### config.mk
export PLATFORM = sky130hd
export DESIGN_NAME = oam_dma_controller
export DESIGN_NICKNAME = d
export VERILOG_FILES = /design/src/rtl/gb_mem_pkg.sv /design/src/rtl/oam_dma_controller.sv
export SDC_FILE = /design/constraint.sdc
export NUM_CORES = 1
export LEC_CHECK = 0
export ABC_AREA = 0
export BUFFER_PORTS_ARGS = -buffer_cell sky130_fd_sc_hd__buf_2
export CAP_MARGIN = 20
export CORE_MARGIN = 2
export CORE_UTILIZATION = 45
export DETAILED_ROUTE_END_ITERATION = 8
export GPL_TIMING_DRIVEN = 0
export PLACE_DENSITY = 0.73
export SLEW_MARGIN = 30
export SYNTH_ARGS = -nofsm -noshare
export SYNTH_HDL_FRONTEND = slang
export SYNTH_SLANG_ARGS = --single-unit
### constraint.sdc
create_clock -name clock -period 2.3 [get_ports clock]
set_input_delay 0.46 -clock clock [delete_from_list [all_inputs] [get_ports clock]]
set_output_delay 0.46 -clock clock [all_outputs]
set_load 0.01 [all_outputs]
### src/rtl/gb_mem_pkg.sv
`default_nettype none
// ============================================================================
//  Module      : gb_mem_pkg
//  Description : Shared memory-map constants, DMA state encoding and helpers
//                for the Game Boy CPU-side memory path.
//  Revision    : 1.0 - initial release
// ============================================================================
package gb_mem_pkg;

    // DMA controller state encoding
    localparam logic [1:0] S_IDLE  = 2'd0;
    localparam logic [1:0] S_DELAY = 2'd1;
    localparam logic [1:0] S_READ  = 2'd2;
    localparam logic [1:0] S_WRITE = 2'd3;

    // Memory-map constants
    localparam logic [15:0] DMA_REG_ADDR     = 16'hFF46;
    localparam logic [7:0]  ECHO_PAGE_LO     = 8'hE0;
    localparam logic [7:0]  ECHO_OFFSET      = 8'h20;
    localparam logic [15:0] OAM_BASE_DEFAULT = 16'hFE00;

    // Value returned to the CPU when it cannot see the bus
    localparam logic [7:0]  OPEN_BUS         = 8'hFF;

    // Pages $E0-$FF alias work RAM at $C0-$DF (echo region)
    function automatic logic [7:0] remap_page(input logic [7:0] page);
        return (page >= ECHO_PAGE_LO) ? (page - ECHO_OFFSET) : page;
    endfunction

endpackage
`default_nettype wire

### src/rtl/oam_dma_controller.sv
`default_nettype none
// ============================================================================
//  Module      : oam_dma_controller
//  Description : $FF46 OAM DMA engine. Sits between the CPU bus and the
//                memory controller; transparent while idle, owns the bus and
//                copies DMA_LENGTH bytes from page P into OAM when triggered.
//                Optional macro OAM_DMA_DONE_EN adds a one-cycle dma_done
//                pulse after a transfer completes normally.
//  Revision    : 1.0 - initial release
// ============================================================================
module oam_dma_controller
    import gb_mem_pkg::*;
#(
    parameter int unsigned  DMA_LENGTH  = 160,
    parameter logic [15:0]  OAM_BASE    = OAM_BASE_DEFAULT,
    parameter int unsigned  START_DELAY = 1
) (
    input  logic        clock,
    input  logic        reset,
    input  logic [15:0] A_cpu,
    input  logic [7:0]  Di_cpu,
    output logic [7:0]  Do_cpu,
    input  logic        rd_cpu_n,
    input  logic        wr_cpu_n,
    output logic [15:0] A_mem,
    output logic [7:0]  Do_mem,
    input  logic [7:0]  Di_mem,
    output logic        rd_mem_n,
    output logic        wr_mem_n,
    output logic        dma_active
`ifdef OAM_DMA_DONE_EN
    ,
    output logic        dma_done
`endif
);

    localparam logic [7:0] c_IDX_LAST   = 8'(DMA_LENGTH - 1);
    localparam logic [3:0] c_DELAY_LAST = 4'((START_DELAY == 0) ? 0 : (START_DELAY - 1));
    localparam logic [1:0] c_START_ST   = (START_DELAY == 0) ? S_READ : S_DELAY;

    logic [1:0]  r_state;
    logic [1:0]  w_next_state;
    logic [7:0]  r_idx;
    logic [7:0]  r_data_q;
    logic [7:0]  r_src_page;
    logic        r_wr_q;
    logic [3:0]  r_delay_cnt;

    logic        w_trigger;
    logic        w_last;
    logic        w_reg_sel;
    logic [7:0]  w_eff_page;

    // Falling edge of the CPU write strobe aimed at the DMA register
    assign w_trigger  = !wr_cpu_n && r_wr_q && (A_cpu == DMA_REG_ADDR);
    assign w_last     = (r_idx == c_IDX_LAST);
    assign w_reg_sel  = (A_cpu == DMA_REG_ADDR);
    assign w_eff_page = remap_page(r_src_page);
    assign dma_active = (r_state != S_IDLE);

    // State register; an asserted reset aborts any transfer immediately
    always_ff @(posedge clock or negedge reset) begin
        if (!reset) begin
            r_state <= S_IDLE;
        end else begin
            r_state <= w_next_state;
        end
    end

    // Next-state logic; a trigger restarts from any state and wins over completion
    always_comb begin
        w_next_state = r_state;
        case (r_state)
            S_IDLE:  w_next_state = S_IDLE;
            S_DELAY: w_next_state = (r_delay_cnt == c_DELAY_LAST) ? S_READ : S_DELAY;
            S_READ:  w_next_state = S_WRITE;
            S_WRITE: w_next_state = w_last ? S_IDLE : S_READ;
            default: w_next_state = S_IDLE;
        endcase
        if (w_trigger) begin
            w_next_state = c_START_ST;
        end
    end

    // Datapath: strobe history, source page, byte index, delay count and read latch
    always_ff @(posedge clock or negedge reset) begin
        if (!reset) begin
            r_wr_q      <= 1'b1;
            r_src_page  <= 8'h00;
            r_idx       <= 8'h00;
            r_data_q    <= 8'h00;
            r_delay_cnt <= 4'h0;
        end else begin
            r_wr_q <= wr_cpu_n;
            if (w_trigger) begin
                r_src_page  <= Di_cpu;
                r_idx       <= 8'h00;
                r_delay_cnt <= 4'h0;
            end else begin
                case (r_state)
                    S_DELAY: r_delay_cnt <= r_delay_cnt + 4'h1;
                    S_READ:  r_data_q    <= Di_mem;
                    S_WRITE: begin
                        if (!w_last) begin
                            r_idx <= r_idx + 8'h01;
                        end
                    end
                    default: ;
                endcase
            end
        end
    end

    // Bus mux: passthrough while idle, DMA-driven cycles otherwise
    always_comb begin
        A_mem    = A_cpu;
        Do_mem   = Di_cpu;
        rd_mem_n = rd_cpu_n;
        wr_mem_n = wr_cpu_n;
        Do_cpu   = w_reg_sel ? r_src_page : Di_mem;
        case (r_state)
            S_IDLE: ;
            S_DELAY: begin
                A_mem    = 16'h0000;
                Do_mem   = 8'h00;
                rd_mem_n = 1'b1;
                wr_mem_n = 1'b1;
                Do_cpu   = w_reg_sel ? r_src_page : OPEN_BUS;
            end
            S_READ: begin
                A_mem    = {w_eff_page, r_idx};
                Do_mem   = 8'h00;
                rd_mem_n = 1'b0;
                wr_mem_n = 1'b1;
                Do_cpu   = w_reg_sel ? r_src_page : OPEN_BUS;
            end
            S_WRITE: begin
                A_mem    = OAM_BASE + {8'h00, r_idx};
                Do_mem   = r_data_q;
                rd_mem_n = 1'b1;
                wr_mem_n = 1'b0;
                Do_cpu   = w_reg_sel ? r_src_page : OPEN_BUS;
            end
            default: ;
        endcase
    end

`ifdef OAM_DMA_DONE_EN
    logic r_done;

    // Completion pulse: only a final WRITE not pre-empted by a new trigger
    always_ff @(posedge clock or negedge reset) begin
        if (!reset) begin
            r_done <= 1'b0;
        end else begin
            r_done <= (r_state == S_WRITE) && w_last && !w_trigger;
        end
    end

    assign dma_done = r_done;
`endif

endmodule
`default_nettype wire
# == Yosys cells after proc, flatten, opt, wreduce, memory -nomap -nowiden ==
# Index checks and enable logic that the tools add are counted.
# totals
wordCells,48
romBits,0
in_bits,36
output_inout_bits,35
n_memories,0
latch_bits,0
mem_bits_rw,0
ff_bits,31
# op_classes
n_mul,0
shifts,0
n_lt_le_gt_ge,1
n_reduce_logical,13
addsub,4
bitwise_logic,1
div,0
n_mux,17
eq_ne,6
# op_table
operator,n
8-bit 2-to-1 mux,7
16-bit one-hot mux with 3 select lines,1
16-bit == test (second input constant),1
8-bit one-hot mux with 2 select lines,1
10-bit by 9-bit adder with 11-bit output (first input constant),1
8-bit by 1-bit adder with 8-bit output (second input constant),1
8-bit == test (second input constant),1
8-bit greater-or-equal comparator (second input constant),1
4-bit 2-to-1 mux,2
2-bit one-hot mux with 4 select lines,1
8-bit by 6-bit subtractor with 8-bit output (second input constant),1
2-bit 2-to-1 mux,3
2-bit nonzero test,3
4-bit by 1-bit adder with 4-bit output (second input constant),1
2-bit == test (second input constant),2
4-bit logical NOT,1
1-bit one-hot mux with 2 select lines,2
2-bit AND reduction,2
2-bit OR reduction,2
3-bit OR reduction,1
2-bit by 1-bit == test with 1-bit output (second input constant),1
1-bit logical AND,2
2-bit logical NOT,1
2-bit inequality test (second input constant),1
other kinds (2),2

# == Depth between registers and ports, before layout ==
# logic_depth
word_depth,5
mapped_depth,6
mapped_depth_nobuf,5

# == Least setup slack after synthesis ==
# Ideal clock, no wire load.
# synth_timing
kind,in2out
startpoint,input port A_cpu[5]
endpoint,output port Do_cpu[0]
slack_ps,365
arrival_ps,1475
path_buffers,1
path_stages,4
required_ps,1840
path_cell_list,nor4b_4 > nand4_4 > clkbuf_1 > a31oi_1
# synth_between
elab_chain_len,3
word_cells_on_any_way,4
classes_between,eq/ne: 1; mux: 3
# synth_rtl
element,line,rtl
from (decl),oam_dma_controller.sv:20,"input logic [15:0] A_cpu,"
16-bit == test (*),oam_dma_controller.sv:57,assign w_reg_sel = (A_cpu == DMA_REG_ADDR);
"8-bit 2-to-1 mux, on equally long branches",--,
8-bit 2-to-1 mux (*),--,
to (decl),oam_dma_controller.sv:22,"output logic [7:0] Do_cpu,"
# Mark *: on every way between the ends. The rest lies on a longest branch, timed or not.

# == Final worst setup path ==
# layout_timing
startpoint,register r_state[0]
endpoint,output port A_mem[14]
# layout_between
elab_chain_len,2
word_cells_on_any_way,4
classes_between,eq/ne: 3; mux: 1
# layout_rtl
element,line,rtl
from (decl),oam_dma_controller.sv:41,logic [1:0] r_state;
from (signal assigned),oam_dma_controller.sv:66,r_state <= w_next_state;
2-bit == test or 2-bit by 1-bit == test with 1-bit output (tied branches),oam_dma_controller.sv:121,case (r_state)
16-bit one-hot mux with 3 select lines (*),oam_dma_controller.sv:121,
to (decl),oam_dma_controller.sv:25,"output logic [15:0] A_mem,"
# Marked as above.

==> impl_metrics.tcl <==
set metrics [dict create \
    ctsHoldBuffers 0 \
    nets 347 \
    crit_slowest_cell "dfrtp_1" \
    dp.cells 350 \
    p_int_w 0.00109 \
    final_cell_mix "72 x buf_2, 32 x nand2_1, 30 x dfrtp_1" \
    clk_pin_slew_ns 0.06 \
    avgSynthCellArea_um2 8.92 \
    antenna_cells 0 \
    tightest_slew_ns 0.709 \
    finalHoldViolCount 0 \
    grt_pass1_wl_um 8570 \
    comb_power_share_pct 23.7 \
    die_width_um 71.2 \
    maxSlewViolCount 0 \
    portBuffers 70 \
    synth_compound_area_share_pct 16.3 \
    worstPathRequired_ns 1.84 \
    holdCritPathClass "in -> async" \
    start_kind "flop" \
    post_drt_wl_per_cell_um 14.9 \
    period_share_pct 95.4 \
    ioPinCount 71 \
    yosysUniqueCellTypes 35 \
    overflow 0 \
    path_max_fanout 10 \
    fp.dieArea_um2 5070 \
    grt_antenna_before_repair 0 \
    fin_skew_ns 0.00220 \
    drt-total-wl_um 5280 \
    synth_top_family_by_area "simple AND/OR/NAND/NOR gates" \
    critPathKind "reg -> out" \
    htree_levels 2 \
    p_sw_share_pct 31.0 \
    utilization_pct 58.9 \
    synth_fp_nets 273 \
    pwr-share-clk_pct 25.9 \
    vias 1873 \
    end_kind "primary output" \
    syn2layout_area_growth_pct 26.1 \
    root_buffer "clkbuf_8" \
    p_total_w 0.00158 \
    synth-simple-area-share_pct 18.4 \
    ys_seq_area_share_pct 38.2 \
    ir_drop_uv 403 \
    clk_latency_ns 0.28 \
    rsz0062_at_grt "false" \
    grt_pass1_vias 1870 \
    power_leakage_nw 1.29 \
    postCtsSetupBuffers 0 \
    synthXorXnorAreaFrac_pct 3.88 \
    syn_inst 228 \
    cts_sinks 31 \
    seqPwrFrac_pct 50.4 \
    ys_warn_count 0 \
    cp.arrival_ns 1.73 \
    dp_hpwl_um 3880 \
    slowest_delay_ns 0.43 \
    numCtsBuffers 5 \
    antenna_left 0 \
    clock_path_buffers 2 \
    max_freq_ghz 0.456 \
    final_common_cell "buf_2" \
    track_usage_pct 21.7 \
    path_cells "ha_1, clkbuf_4, a311oi_1, a21oi_1, buf_2" \
    maxSlewHeadroom_pct 52.7 \
    num_rows 24 \
    fin_cells 355 \
    routabilityCongestion 0.904 \
    max_cap_viol_count 0 \
    post_cts_resized 11 \
    synth_mux_area_share_pct 10.4 \
    outcome "finished, final reports clean" \
    fill_cells 412 \
    p_sw_w 0.000490 \
    synthAdderAreaFrac_pct 5.54 \
    drcViolationCount 0 \
    drive_above_1_share_pct 38.3 \
    power_density_nw_per_um2 616 \
    core_um2 4350 \
    min_period_ns 2.19 \
    dr.pass1.iters 4 \
    dr.first_iter.drc_count 105 \
    vias_per_cell 5.28 \
    syn_area_um2 2030 \
    die_h_um 71.2 \
    ys_ff_latch 31 \
    cts_tree "done" \
    initial_core_util_pct 46.7 \
    final-setup-viol-count 0 \
    grt_max_degree 32 \
]
## per-layer routing
| layer | track usage [%] | vias to the layer above | part of all wire (%) |
|---|---|---|---|
| li1 | - | 935 | - |
| met4 | 7.97 | 0 | 1.2 |
| met3 | 3.80 | 5 | 4.8 |
| met2 | 36.4 | 55 | 48 |
| met5 | 0 | - | 0 |
| met1 | 28.1 | 878 | 46 |
## synth_stat cells
cell,instances,area share (%)
nand2_1,32,5.9
dfrtp_1,30,37
nor2_1,22,4.1
inv_1,21,3.9
mux2_2,17,9.4
o21ai_0,16,3.9
clkbuf_1,12,2.2
a31oi_1,10,3.1
a21oi_1,9,2.2
ha_1,9,5.5
a22o_1,6,2.6
xnor2_1,6,2.6
a311oi_1,4,1.7
nand3_1,4,0.98
nand4_1,3,0.92
nor3_1,3,0.74
xor2_1,3,1.3
and4_1,2,0.86
and4bb_2,2,1.2
mux2i_1,2,0.98
a2111oi_2,1,0.74
a211o_1,1,0.43
a211oi_1,1,0.37
a41oi_1,1,0.43
buf_2,1,0.25
buf_4,1,0.37
buf_6,1,0.55
dfstp_2,1,1.3
nand2b_1,1,0.31
nand4_4,1,1.0
nor2_4,1,0.55
nor4b_4,1,1.2
o21ai_4,1,0.80
or2_2,1,0.31
or3_1,1,0.31
## through the flow
| stage | setup TNS [ns] | setup slack, ns | instance area, um2 | hold WS, ns |
|---|---|---|---|---|
| after global routing | 0 | 0.00314 | 2560 | 0.280 |
| final | 0 | 0.106 | 2560 | 0.229 |
| after detailed placement | -1.63 | -0.148 | 2450 | 0.495 |
| after CTS | 0 | 0.00526 | 2540 | 0.250 |
| after global placement | -1.12 | -0.115 | 2450 | 0.490 |
| after floorplan | 0 | 0.365 | 2030 | 0.164 |
## final timing paths
path	endpoint	cells past startpoint	startpoint	slack (ns)
min in group clock	r_wr_q$_DFF_PN1_	1	wr_cpu_n	0.29
min reg2reg	r_data_q[5]$_DFFE_PN0P_	1	r_data_q[5]$_DFFE_PN0P_	0.51
max in group asynchronous	r_data_q[2]$_DFFE_PN0P_	1	reset	1.62
max	A_mem[14]	5	r_state[0]$_DFF_PN0_	0.11
max reg2reg	r_idx[1]$_DFFE_PN0P_	5	r_idx[0]$_DFFE_PN0P_	0.49
min	r_delay_cnt[2]$_DFFE_PN0P_	1	reset	0.23
## sequential cells by signal, indices dropped and copies added, names as in the netlist
name	count
r_data_q	8
r_delay_cnt	4
r_src_page	8
r_state	2
r_idx	8
r_wr_q	1
## power groups by stage
stage | clock network [W] | registers, W | logic (W)
after global routing | 0.000446 | 0.000816 | 0.000428
after floorplan | 0 | 0.000778 | 0.000262
after global placement | 0 | 0.000800 | 0.000363
final | 0.000409 | 0.000797 | 0.000375
after CTS | 0.000424 | 0.000795 | 0.000380
after detailed placement | 0 | 0.000805 | 0.000376
## cells by family after synthesis
kind of cell	Yosys count
buffers and inverters	36
xor gates and xnor gates	9
muxes	19
and+or+nand+nor	74
AOI/OAI and AO/OA	50
adders and majority gates	9
DFF	31
## area by class of cell
class / count / area [um2] / share of cell area, %
inverters: 21 / 78.8 / 3.07
flip-flops and latches: 31 / 777 / 30.3
multi-input cells: 161 / 1130 / 44.3
plain buffers: 12 / 76.3 / 2.98
clock inverters: 1 / 5.00 / 0.195
well taps: 52 / 65.1 / 2.54
repair buffers: 70 / 350 / 13.7
clock buffers: 7 / 76.3 / 2.98
## worst max-delay path, delay by kind of cell (launching register included)
| family | cells | cell delay [ns] |
|---|---|---|
| AO/OA/AOI/OAI | 2 | 0.34 |
| adder cells (fa/ha/maj) | 1 | 0.30 |
| flip-flops | 1 | 0.43 |
| buffers and inverters | 2 | 0.38 |
Note: power is estimated with default switching activity, not from simulation.
